==> config.mk <==
export PLATFORM = sky130hd
export DESIGN_NAME = alpha_acs8_flat
export DESIGN_NICKNAME = d
export VERILOG_FILES = /design/src/rtl/alpha_acs8_if.sv /design/src/rtl/alpha_acs8.sv /design/src/flat_wrapper.sv
export SDC_FILE = /design/constraint.sdc
export NUM_CORES = 1
export LEC_CHECK = 0
export ABC_AREA = 1
export CORE_ASPECT_RATIO = 0.5
export CORE_MARGIN = 4
export CORE_UTILIZATION = 50
export CTS_CLUSTER_SIZE = 40
export DETAILED_ROUTE_END_ITERATION = 6
export DONT_BUFFER_PORTS = 1
export PLACE_DENSITY = 0.68
export SLEW_MARGIN = 20
export SYNTH_ARGS = -nofsm -noshare
export SYNTH_HDL_FRONTEND = slang
export SYNTH_SLANG_ARGS = --single-unit
==> constraint.sdc <==
create_clock -name clk -period 3.9 [get_ports clk]
set_input_delay 0.195 -clock clk [delete_from_list [all_inputs] [get_ports clk]]
set_output_delay 0.195 -clock clk [all_outputs]
set_load 0.02 [all_outputs]
==> src/rtl/alpha_acs8_if.sv <==
// alpha_acs8_if: symbol-in / alpha-out handshake bundle for alpha_acs8.
// master drives start, ls, lp, in_valid, out_ready; slave returns the rest.
interface alpha_acs8_if #(
    parameter int LW = 8,
    parameter int N  = 64
);
    localparam int SW = (N > 1) ? $clog2(N) : 1;

    logic                 start;
    logic signed [LW-1:0] ls;
    logic signed [LW-1:0] lp;
    logic                 in_valid;
    logic                 in_ready;
    logic signed [15:0]   alpha0;
    logic signed [15:0]   alpha1;
    logic signed [15:0]   alpha2;
    logic signed [15:0]   alpha3;
    logic signed [15:0]   alpha4;
    logic signed [15:0]   alpha5;
    logic signed [15:0]   alpha6;
    logic signed [15:0]   alpha7;
    logic                 out_valid;
    logic                 out_ready;
    logic [SW-1:0]        step;
    logic                 busy;
    logic                 done;

    modport master (
        output start, ls, lp, in_valid, out_ready,
        input  in_ready, out_valid, step, busy, done,
        input  alpha0, alpha1, alpha2, alpha3,
        input  alpha4, alpha5, alpha6, alpha7
    );

    modport slave (
        input  start, ls, lp, in_valid, out_ready,
        output in_ready, out_valid, step, busy, done,
        output alpha0, alpha1, alpha2, alpha3,
        output alpha4, alpha5, alpha6, alpha7
    );
endinterface

==> src/rtl/alpha_acs8.sv <==
// alpha_acs8: forward alpha (state-metric) recursion, 8-state RSC trellis.
// Ports: clk, rst_n (async low); bus = alpha_acs8_if.slave carrying
//   start, ls, lp, in_valid/in_ready (symbol in), alpha0..7, step,
//   out_valid/out_ready (metrics out), busy, done.
// Optional: define ALPHA_NORM_EN to subtract alpha0 from every metric.
module alpha_acs8 #(
    parameter int LW       = 8,
    parameter int N        = 64,
    parameter int NEG_INIT = 4096
) (
    input  logic        clk,
    input  logic        rst_n,
    alpha_acs8_if.slave bus
);
    localparam int SW = (N > 1) ? $clog2(N) : 1;
    localparam int CW = $clog2(N + 1);

    localparam logic [0:0] S_IDLE = 1'b0;
    localparam logic [0:0] S_RUN  = 1'b1;

    localparam logic signed [15:0] M_INIT = 16'(-NEG_INIT);
    localparam logic signed [17:0] SAT_HI = 18'sd32767;
    localparam logic signed [17:0] SAT_LO = -18'sd32768;

    logic [0:0]         state;
    logic signed [15:0] m     [8];
    logic signed [15:0] a_q   [8];
    logic signed [15:0] m_nx  [8];
    logic signed [17:0] c0    [8];
    logic signed [17:0] c1    [8];
    logic signed [17:0] raw   [8];
    logic signed [17:0] nrm   [8];
    logic signed [17:0] ls_x;
    logic signed [17:0] lp_x;
    logic [2:0]         nst;
    logic [2:0]         pr0;
    logic [2:0]         pr1;
    logic               ov;
    logic [SW-1:0]      step_q;
    logic [CW-1:0]      taken;
    logic               run;
    logic               all_taken;
    logic               acc_in;
    logic               acc_out;
    logic               last_out;

    function automatic logic signed [17:0] sx16(input logic signed [15:0] v);
        return {{2{v[15]}}, v};
    endfunction

    function automatic logic signed [17:0] bm(
        input logic               u,
        input logic               p,
        input logic signed [17:0] s,
        input logic signed [17:0] q
    );
        logic signed [17:0] gs;
        logic signed [17:0] gp;
        gs = u ? s : -s;
        gp = p ? q : -q;
        return gs + gp;
    endfunction

    function automatic logic signed [15:0] sat16(input logic signed [17:0] v);
        logic signed [15:0] r;
        if (v > SAT_HI)
            r = 16'sh7fff;
        else if (v < SAT_LO)
            r = 16'sh8000;
        else
            r = v[15:0];
        return r;
    endfunction

    assign ls_x = {{(18-LW){bus.ls[LW-1]}}, bus.ls};
    assign lp_x = {{(18-LW){bus.lp[LW-1]}}, bus.lp};

    // Next state {a,d1,d2} has predecessors {d1,d2,d3} for d3 = 0/1.
    // Back-solving the encoder: u = a^d2^d3, p = a^d1^d3.
    always_comb begin
        nst = '0;
        pr0 = '0;
        pr1 = '0;
        for (int k = 0; k < 8; k++) begin
            nst    = 3'(k);
            pr0    = {nst[1:0], 1'b0};
            pr1    = {nst[1:0], 1'b1};
            c0[k]  = sx16(m[pr0])
                   + bm(nst[2] ^ nst[0], nst[2] ^ nst[1], ls_x, lp_x);
            c1[k]  = sx16(m[pr1])
                   + bm(~(nst[2] ^ nst[0]), ~(nst[2] ^ nst[1]), ls_x, lp_x);
            // strict compare: a tie keeps the d3=0 predecessor
            raw[k] = (c1[k] > c0[k]) ? c1[k] : c0[k];
        end
        for (int k = 0; k < 8; k++) begin
`ifdef ALPHA_NORM_EN
            nrm[k] = raw[k] - raw[0];
`else
            nrm[k] = raw[k];
`endif
            m_nx[k] = sat16(nrm[k]);
        end
    end

    assign run       = (state == S_RUN);
    assign all_taken = (taken == CW'(N));
    assign acc_in    = bus.in_valid && bus.in_ready;
    assign acc_out   = ov && bus.out_ready;
    assign last_out  = acc_out && (step_q == SW'(N - 1));

    assign bus.in_ready  = run && !all_taken && (!ov || bus.out_ready);
    assign bus.out_valid = ov;
    assign bus.step      = step_q;
    assign bus.busy      = run;
    assign bus.done      = run && last_out;

    assign bus.alpha0 = a_q[0];
    assign bus.alpha1 = a_q[1];
    assign bus.alpha2 = a_q[2];
    assign bus.alpha3 = a_q[3];
    assign bus.alpha4 = a_q[4];
    assign bus.alpha5 = a_q[5];
    assign bus.alpha6 = a_q[6];
    assign bus.alpha7 = a_q[7];

    always_ff @(posedge clk or negedge rst_n) begin
        if (!rst_n) begin
            state  <= S_IDLE;
            ov     <= 1'b0;
            step_q <= '0;
            taken  <= '0;
            for (int k = 0; k < 8; k++) begin
                m[k]   <= (k == 0) ? 16'sd0 : M_INIT;
                a_q[k] <= '0;
            end
        end else begin
            case (state)
                S_IDLE: begin
                    if (bus.start) begin
                        state  <= S_RUN;
                        ov     <= 1'b0;
                        step_q <= '0;
                        taken  <= '0;
                        for (int k = 0; k < 8; k++)
                            m[k] <= (k == 0) ? 16'sd0 : M_INIT;
                    end
                end
                S_RUN: begin
                    if (acc_in) begin
                        taken <= taken + CW'(1);
                        for (int k = 0; k < 8; k++) begin
                            m[k]   <= m_nx[k];
                            a_q[k] <= m_nx[k];
                        end
                    end
                    // a fresh result overrides the clear on simultaneous accept
                    if (acc_in)
                        ov <= 1'b1;
                    else if (acc_out)
                        ov <= 1'b0;
                    if (acc_out) begin
                        if (last_out) begin
                            state  <= S_IDLE;
                            step_q <= '0;
                        end else begin
                            step_q <= step_q + SW'(1);
                        end
                    end
                end
                default: state <= S_IDLE;
            endcase
        end
    end
endmodule

==> src/flat_wrapper.sv <==
// flat-port wrapper written by rule: the top's interface ports become plain ports
module alpha_acs8_flat 
#(
    parameter int LW       = 8,
    parameter int N        = 64,
    parameter int NEG_INIT = 4096
)
  (clk, rst_n, bus_start, bus_ls, bus_lp, bus_in_valid, bus_out_ready, bus_in_ready, bus_out_valid, bus_step, bus_busy, bus_done, bus_alpha0, bus_alpha1, bus_alpha2, bus_alpha3, bus_alpha4, bus_alpha5, bus_alpha6, bus_alpha7);
  alpha_acs8_if #(.LW(LW), .N(N)) bus_i ();
  input  logic clk;
  input  logic rst_n;
  input wire logic [$bits(bus_i.start)-1:0] bus_start;
  input wire logic [$bits(bus_i.ls)-1:0] bus_ls;
  input wire logic [$bits(bus_i.lp)-1:0] bus_lp;
  input wire logic [$bits(bus_i.in_valid)-1:0] bus_in_valid;
  input wire logic [$bits(bus_i.out_ready)-1:0] bus_out_ready;
  output wire logic [$bits(bus_i.in_ready)-1:0] bus_in_ready;
  output wire logic [$bits(bus_i.out_valid)-1:0] bus_out_valid;
  output wire logic [$bits(bus_i.step)-1:0] bus_step;
  output wire logic [$bits(bus_i.busy)-1:0] bus_busy;
  output wire logic [$bits(bus_i.done)-1:0] bus_done;
  output wire logic [$bits(bus_i.alpha0)-1:0] bus_alpha0;
  output wire logic [$bits(bus_i.alpha1)-1:0] bus_alpha1;
  output wire logic [$bits(bus_i.alpha2)-1:0] bus_alpha2;
  output wire logic [$bits(bus_i.alpha3)-1:0] bus_alpha3;
  output wire logic [$bits(bus_i.alpha4)-1:0] bus_alpha4;
  output wire logic [$bits(bus_i.alpha5)-1:0] bus_alpha5;
  output wire logic [$bits(bus_i.alpha6)-1:0] bus_alpha6;
  output wire logic [$bits(bus_i.alpha7)-1:0] bus_alpha7;
  assign bus_i.start = bus_start;
  assign bus_i.ls = bus_ls;
  assign bus_i.lp = bus_lp;
  assign bus_i.in_valid = bus_in_valid;
  assign bus_i.out_ready = bus_out_ready;
  assign bus_in_ready = bus_i.in_ready;
  assign bus_out_valid = bus_i.out_valid;
  assign bus_step = bus_i.step;
  assign bus_busy = bus_i.busy;
  assign bus_done = bus_i.done;
  assign bus_alpha0 = bus_i.alpha0;
  assign bus_alpha1 = bus_i.alpha1;
  assign bus_alpha2 = bus_i.alpha2;
  assign bus_alpha3 = bus_i.alpha3;
  assign bus_alpha4 = bus_i.alpha4;
  assign bus_alpha5 = bus_i.alpha5;
  assign bus_alpha6 = bus_i.alpha6;
  assign bus_alpha7 = bus_i.alpha7;
  alpha_acs8 #(.LW(LW), .N(N), .NEG_INIT(NEG_INIT)) u_core (.clk(clk), .rst_n(rst_n), .bus(bus_i));
endmodule
### Word level (Yosys, flattened, before mapping)

Index checks and enable logic that the tools add are counted.

* bits in registers: 271
* word-level logic and storage cells: 130
* input port bits: 21
* output and inout bits: 138

* magnitude comparators: 24
* muxes and demuxes: 42
* $add $sub $neg: 24
* reductions and logical operators: 13
* equality and inequality tests: 6
* bitwise gates (word level): 1

Operator list (count)
* two-way mux 128 bit: 2
* two-way mux 16 bit: 16
* one-hot mux 128 bit (2 select lines): 1
* adder 16 x 18 -> 18 bit: 12
* greater-than comparator 18 x 16 -> 1 bit (second input constant): 8
* greater-than comparator 18 bit: 8
* less-than comparator 18 x 16 -> 1 bit (second input constant): 8
* two-way mux 18 bit: 8
* adder 16 x 9 -> 17 bit: 4
* negator 8 -> 18 bit: 2
* adder 18 bit: 1
* adder 18 x 8 -> 18 bit: 1
* adder 8 x 18 -> 18 bit: 1
* two-way mux 6 bit: 3
* two-way mux 7 bit: 2
* one-hot mux 7 bit (2 select lines): 1
* one-hot mux 6 bit (2 select lines): 1
* adder 8 x 8 -> 9 bit: 1
* AND reduction 2 bit: 4
* adder 7 x 1 -> 7 bit (second input constant): 1
* equality test 7 bit (second input constant): 1
* adder 6 x 1 -> 6 bit (second input constant): 1
* equality test 6 bit (second input constant): 1
* logical AND 1 bit: 6
* 7 further kinds: 16

### Longest topological paths before layout

Gate-level depths: netlist of the first run.

* depth after elaboration: 10
* gate-level depth with buffers: 49
* depth with buffers taken out: 48

### Worst setup path after synthesis of the first run

No wires, ideal clock.

* kind: input to register
* start: input bus_ls[1]
* end: register u_core.a_q (netlist bit u_core.bus.alpha4[10])
* path buffers: 2
* stages on the path: 46
* setup time: 0.118 ns
* required time: 3.782 ns
* path slack: -2.146 ns
* data arrival time: 5.928 ns
* path through: inv_1 > nand3_2 > nor3_4 > nand3_1 > ha_1 > inv_1 > ha_1 > nand2_1 > a21oi_1 > a211oi_1 > o21ai_0 > a21oi_1 > o21bai_1 > nand3_1 > nand2_1 > nand2_1 > nand2_1 > a21oi_1 > (+10 left out) > nand3_1 > xor2_1 > xor2_1 > ha_1 > nand2_1 > nor2_1 > a211oi_1 > nand2_1 > nand2_2 > nand3_4 > buf_6 > nand2_2 > o21ai_2 > nand2_4 > buf_6 > nand2_1 > nand2_1 > nand2_1

* word-level cells in the longest chain between the ends: 8
* elaborated cells between the ends (all ways): 11
* classes of those cells: add/sub (5); order compare (3); mux (3)

Ends and longest elaborated chain
* start: declaration: RTL line flat_wrapper.sv:13 `input wire logic [$bits(bus_i.ls)-1:0] bus_ls;`
* negator 8 -> 18 bit
* adder 18 bit: RTL line alpha_acs8.sv:61 `return gs + gp;`
* adder 16 x 18 -> 18 bit: RTL line alpha_acs8.sv:91 `+ bm(~(nst[2] ^ nst[0]), ~(nst[2] ^ nst[1]), ls_x, lp_x);`
* greater-than comparator 18 bit: RTL line alpha_acs8.sv:93 `raw[k] = (c1[k] > c0[k]) ? c1[k] : c0[k];`
* two-way mux 18 bit *: RTL line alpha_acs8.sv:93
* less-than comparator 18 x 16 -> 1 bit: RTL line alpha_acs8.sv:68 `else if (v < SAT_LO)`
* two-way mux 16 bit: RTL line alpha_acs8.sv:68
* two-way mux 16 bit *: RTL line alpha_acs8.sv:66 `if (v > SAT_HI)`
* end signal: indexed assignment: RTL line alpha_acs8.sv:153 `a_q[k] <= m_nx[k];`
* end: declaration: RTL line alpha_acs8.sv:27 `logic signed [15:0] a_q [8];`

Mark *: on every way between the ends. The rest lies on a longest branch, timed or not.
A chain may end at the register's enable or synchronous reset.

### Worst setup path after layout of the first run

* start: input bus_ls[1]
* end: register u_core.m[71] (netlist name)

* word-level cells in the longest chain between the ends: 10
* elaborated cells between the ends (all ways): 13
* classes of those cells: add/sub (5); order compare (3); mux (5)

Ends and longest elaborated chain
* negator 8 -> 18 bit
* adder 18 bit: RTL line alpha_acs8.sv:61
* adder 16 x 18 -> 18 bit: RTL line alpha_acs8.sv:91
* greater-than comparator 18 bit: RTL line alpha_acs8.sv:93
* two-way mux 18 bit *: RTL line alpha_acs8.sv:93
* less-than comparator 18 x 16 -> 1 bit: RTL line alpha_acs8.sv:68
* two-way mux 16 bit: RTL line alpha_acs8.sv:68
* two-way mux 16 bit *: RTL line alpha_acs8.sv:66
* two-way mux 128 bit *: RTL line alpha_acs8.sv:149 `if (acc_in) begin`
* one-hot mux 128 bit (2 select lines) *: RTL line alpha_acs8.sv:137 `case (state)`
* end signal: indexed assignment: RTL line alpha_acs8.sv:133 `m[k] <= (k == 0) ? 16'sd0 : M_INIT;`
* end signal: indexed assignment: RTL line alpha_acs8.sv:145 `m[k] <= (k == 0) ? 16'sd0 : M_INIT;`
* end signal: indexed assignment: RTL line alpha_acs8.sv:152 `m[k] <= m_nx[k];`
* end: declaration: RTL line alpha_acs8.sv:26 `logic signed [15:0] m [8];`

Mark *: on every way between the ends. The rest lies on a longest branch, timed or not. The select of a mux whose other input is x is not followed.

==> results.ini, run 1 <==
[status]
outcome=complete, but fails checks
violations=hold timing, setup timing

[global_routing]
grt_pass1_vias=37600
antenna_found_initial=2
grt_overflow=0
grt_pass1_wl_um=209000
grt_usage=0.399
grt_max_degree=272
met1_usage=0.527
met2_usage=0.634
grt.busiest_layer=met2
grtUsageMet3=0.0763

[sta]
hold_viol_final=271
tightest_slew_ns=1.25
fin_ws_ns=-2.18
fin_crit_ns=6.08
finalSetupViolCount=256
slew_viol_final=0
skew_ns=0.0240
final.period_utilization=1.56
max_freq_mhz=164
rsz0062_at_grt=true
relSlewSlack=0.162
holdWs_ns=-0.740

[finish]
fillers=4049
nets=6536
ff_latch_area_mm2=0.00682
areaGrowthSynthToFinish_pct=56.7
multi_input_area_mm2=0.0262
drive_above_1_share=0.387
final_cells=6866

[drt]
vias=39000
drc=0
routed_wl_um=144000
wire_per_inst_um=21.0
vias_per_cell=5.68
postRouteAntennaNets=0
drtIter0Drc=4292
dr.pass1.iters=5

[floorplanning]
die-area_mm2=0.0673
die_x_um=363
initial_core_util=0.510
die_h_um=185
ios=159
rows=64
core_mm2=0.0617

[clocking]
clkTransAtPathRegs_ns=0.08
cts_tree=built
ctsHoldBuffers=4
clkLatencyLatePin_ns=0.63
cts.sinks=271
clk_path_buf_depth=3
htree_levels=1
root_buffer=clkbuf_16
cts_buffers=28

[synthesis]
yosys-top-cells-count=nand2_1 (1519), ha_1 (479), a21oi_1 (429)
yosys_warnings=0
ys_seq_area_frac=0.216
synth_top_area_cell=dfrtp_1
avgSynthCellArea_um2=6.95
ys_seq_elements=271
synth_edf_count=0
synth_most_common_cell=nand2_1
synth_cell_type_count=60
synth_area_leaders=dfrtp_1 (19%), ha_1 (19%), nand2_1 (18%)
synth_area_mm2=0.0315
synth_nets=5051
synthArstFlopShare=1.00
synth_flop_cell=dfrtp_1
synthCells=4531
synth_top_area_share=0.193

[min_path]
hp-class=in2async

[setup_path]
critPathLaunchType=input port
rr_worst_depth=30
cpMostUsedCell=nand2_2
regToRegEndpoint=u_core.bus.alpha2[6]
cp_slowest_stage_delay_ns=0.35
crit_required_ns=4.47
r2r_start=u_core.m[50]
cp_max_fo=8
critical-path-slowest-cell=ha_4
path_class=in2reg
rrSetupSlack_ns=-1.08
endpoint_kind=flip-flop
arrival_ns=6.65

[place]
dpl.hpwl_um=104000
gp_congestion=0.996
placedCellCount=6603
portBuffers=0

[run]
maxCapViolCount=0

-- worst max path at each step --
stage	startpoint	endpoint	slack [ns]	depth (start not counted)
finish	bus_ls[1]	u_core.m[71]	-2.18	45
global route	bus_lp[0]	u_core.m[93]	-2.43	50
CTS	bus_lp[0]	u_core.bus.alpha3[1]	-1.67	49
detailed placement	bus_ls[1]	u_core.m[105]	-2.79	42
global placement	bus_lp[1]	u_core.m[54]	-2.68	41
floorplan	bus_ls[2]	u_core.bus.alpha4[11]	-1.85	46
-- kinds of logic (layout without fill, tap and decap cells) --
kind of cell               after synthesis  in the layout  synth area share
and+or+nand+nor                       2115           2120             0.278
other                                    0              3                 0
DFF                                    271            271             0.216
AOI/OAI and AO/OA                      829            829             0.150
adders and majority gates              499            499             0.203
buffers and inverters                  508           2010            0.0646
xor gates and xnor gates               309            309            0.0881
-- what timing repair did --
action / 4_1_cts / 5_1_grt
endpoints found under the hold margin: 293 / 271
buffers inserted: 142 / 49
resized for setup: 562 / 374
pin swaps: 230 / 232
gates cloned: 16 / 3
endpoints found under the setup margin: 256 / 256
-- per-stage QoR --
stage | TNS, ns | hold WS (ns) | util | area, um2 | worst slack [ns]
floorplan | -415.63 | -0.101 | - | 31700 | -1.85
detailed placement | -659.27 | -0.0944 | 0.691 | 42600 | -2.79
global route | -568.36 | -0.757 | 0.799 | 49300 | -2.43
global placement | -629.42 | -0.0945 | 0.691 | 42600 | -2.68
CTS | -385.88 | -0.758 | 0.769 | 47500 | -1.67
finish | -503.23 | -0.740 | 0.799 | 49300 | -2.18
-- layout by cell type, fill, tap and decap left out, types with 14 or more instances in the layout --
cell	count
o21ai_1	51
o21bai_1	22
xnor2_1	108
nand3_1	168
nor2_1	179
nand2_4	113
ha_4	49
a31oi_1	22
o21ai_4	14
nor3_1	25
a21oi_1	351
clkbuf_16	30
nor2_2	24
o21ai_0	131
buf_12	47
inv_2	40
a21oi_4	20
fa_1	20
o211ai_1	17
inv_1	362
buf_4	1419
dfstp_2	28
xor2_2	14
nand4_1	38
a21oi_2	69
a21o_1	27
xor2_1	165
ha_1	430
nand3b_1	25
o21ai_2	35
nand3_2	26
dfrtp_1	243
buf_6	53
nor2_4	23
nand2_1	1242
nand2_2	196
-- registers in the layout, summed over array words and instances (netlist names) --
signal / flops
u_core.m: 128
u_core.bus.alpha0: 16
u_core.bus.alpha1: 16
u_core.bus.alpha2: 16
u_core.bus.alpha3: 16
u_core.bus.alpha4: 16
u_core.bus.alpha5: 16
u_core.bus.alpha6: 16
u_core.bus.alpha7: 16
u_core.taken: 7
u_core.bus.step: 6
u_core.bus.busy: 1
u_core.bus.out_valid: 1
-- worst max-delay path, delay by kind of cell --
kind	cells	cell delay [ns]
xor+xnor	3	0.59
fa+ha+maj	4	1.18
compound gates	8	1.19
buf+inv	10	1.15
simple gates	20	2.34
-- area by class of cell --
class	count	area share
clock buffers	38	0.0164
clock inverters	14	0.00406
flip-flops and latches	271	0.138
repair buffers	1539	0.255
diodes	3	0.000152
multi-input cells	3757	0.531
well taps	825	0.0209
inverters	419	0.0344
-- layer usage --
layer | share of wire | up-vias
li1 | - | 18000
met1 | 0.41 | 18400
met2 | 0.43 | 2035
met3 | 0.10 | 548
met4 | 0.063 | 0
met5 | 0 | -
Power of run 1 is left out: the tool's default activity adds up to more than one toggle a clock period on the data nets, which glitch-free logic cannot reach.
==> run 2, diff against run 1 <==
==> constraint.sdc (replaced) <==
create_clock -name clk -period 5.1 [get_ports clk]
set_input_delay 0.255 -clock clk [delete_from_list [all_inputs] [get_ports clk]]
set_output_delay 0.255 -clock clk [all_outputs]
set_load 0.02 [all_outputs]
==> run 2 against run 1 <==
  * The flow still finishes with violations (hold timing, setup timing)
  * First-iteration DRC count down 22%
  * Via count down 4.5%
  * Flip-flop and latch count unchanged
  * Wire length down 6.1%
  * Hold slack better by 0.053 ns
  * Worst setup slack better by 1.3 ns
  * Critical path depth unchanged
  * Highest routed layer is now met5
  * Count of clock-buffer cells in the layout down 2
  * Clock skew up 0.00064 ns
  * Final area down 4.7%
==> results.ini, run 2 (synthesized netlist as in run 1, its figures left out) <==
[place]
portBuffers=0  ; unchanged
dpl.hpwl_um=102000  ; -2.3%
placedCellCount=6468  ; -2.0%
gp_congestion=1.02  ; +2.7%

[global_routing]
grt_pass1_wl_um=191000  ; -8.4%
grt_pass1_vias=34300  ; -8.7%
antenna_found_initial=3  ; +1
grt_max_degree=272  ; unchanged
grt_overflow=0  ; unchanged
grt_usage=0.365  ; -0.0330

[sta]
relSlewSlack=0.297  ; +0.135
tightest_slew_ns=1.05  ; -0.198 ns
fin_crit_ns=5.96
slew_viol_final=0  ; unchanged
skew_ns=0.0246  ; +0.000638 ns
holdWs_ns=-0.687  ; +0.0525 ns
max_freq_mhz=168
hold_viol_final=271  ; unchanged
finalSetupViolCount=256  ; unchanged
rsz0062_at_grt=true
final.period_utilization=1.17
fin_ws_ns=-0.865  ; +1.32 ns

[status]
violations=hold timing, setup timing
outcome=complete, but fails checks

[drt]
dr.pass1.iters=7  ; +2
routed_wl_um=135000  ; -6.1%
drc=0  ; unchanged
postRouteAntennaNets=0  ; unchanged
drtIter0Drc=3352  ; -22%
vias=37300  ; -4.5%
vias_per_cell=5.61  ; -1.3%
wire_per_inst_um=20.4  ; -2.9%

[setup_path]
path_class=in2reg
critical-path-slowest-cell=nor4_4
cp_slowest_stage_delay_ns=0.32  ; -0.03 ns
crit_cells=45  ; unchanged
arrival_ns=6.48  ; -0.17 ns
endpoint_kind=flip-flop
crit_required_ns=5.62  ; +1.15 ns
crit_buf_inv=10  ; unchanged
critPathLaunchType=input port
cp_top_family=simple AND/OR/NAND/NOR gates
cp_max_fo=8  ; unchanged
rr_worst_depth=31  ; +3.3%
cpMostUsedCell=nand2_1
rrSetupSlack_ns=0.22  ; +1.30 ns

[finish]
areaGrowthSynthToFinish_pct=49.4
layout_common_cells=nand2_1 (1266), buf_4 (1237), ha_1 (441)
final_cells=6646  ; -3.2%
final_common_cell=nand2_1
drive_above_1_share=0.351  ; -0.0360
regMostFlops=u_core.m
largest_reg_flops=128  ; unchanged
nets=6318  ; -3.3%

[floorplanning]
core_mm2=0.0617  ; unchanged
initial_core_util=0.510  ; unchanged
die_x_um=363  ; unchanged
ios=159  ; unchanged
die_h_um=185  ; unchanged
die-area_mm2=0.0673  ; unchanged
rows=64  ; unchanged

[clocking]
clkTransAtPathRegs_ns=0.09  ; about the same
ctsHoldBuffers=4  ; unchanged
cts_buffers=28  ; unchanged
clk_path_buf_depth=3  ; unchanged
clkLatencyLatePin_ns=0.65  ; +0.02 ns
root_buffer=clkbuf_16
cts.sinks=271  ; unchanged
cts_tree=built
htree_levels=1  ; unchanged

[run]
maxCapViolCount=0  ; unchanged

[min_path]
hp-class=in2async

[run 2: cell types whose count changed in the layout (fill, tap and decap cells not counted), sizes merged]
cell	before	now
clkinv	8	9
clkinvlp	1	4
inv	420	418
clkbuf	40	46
diode	3	1
buf	1533	1307
[run 2: layout make-up]
| cell class | count | area, um2 |
|---|---|---|
| clock inverter | 16 | 243 |
| sequential | 271 | 6820 |
| inverter | 419 | 1690 |
| antenna | 1 | 2.50 |
| tap | 825 | 1030 |
| clock buffer | 36 | 751 |
| timing repair buffer | 1321 | 10700 |
| fill | 4580 | 14700 |
| multi-input combinational | 3757 | 25800 |
[run 2: timing repair]
| action | CTS | global route |
|---|---|---|
| endpoints found under the hold margin | 281 | 271 |
| pin swaps | 51 | 249 |
| gates resized for setup | 147 | 641 |
| endpoints found under the setup margin | 256 | 256 |
| buffers inserted | 44 | 61 |
| gates cloned | 4 | 13 |
[run 2: metal layers]
layer / vias to the layer above / GRT usage / part of all wire
li1: 17600 / - / -
met1: 17700 / 0.513 / 0.43
met2: 1603 / 0.571 / 0.43
met3: 377 / 0.0657 / 0.092
met4: 4 / 0.121 / 0.050
met5: - / 0 / 0.00020
[run 2: through the flow]
step / hold slack, ns / cell area [um2] / utilization / setup WS [ns] / setup TNS, ns
CTS: -0.717 / 43600 / 0.707 / -0.522 / -106.62
detailed placement: -0.0358 / 41600 / 0.674 / -1.87 / -358.36
global route: -0.713 / 47000 / 0.762 / -1.17 / -235.29
finish: -0.687 / 47000 / 0.762 / -0.865 / -148.56
floorplan: -0.0406 / 31700 / - / -0.715 / -123.85
global placement: -0.0351 / 41600 / 0.674 / -1.70 / -320.12
[run 2: final timing paths]
path / endpoint / from
max reg2reg: u_core.m[20] / u_core.m[32]
max in group asynchronous: u_core.bus.alpha2[10] / rst_n
min: u_core.m[5] / rst_n
min reg2reg: u_core.m[73] / u_core.m[73]
max: u_core.bus.alpha1[4] / bus_ls[1]
min in group clk: u_core.bus.out_valid / bus_out_ready
Power of run 2 is left out for the same reason.
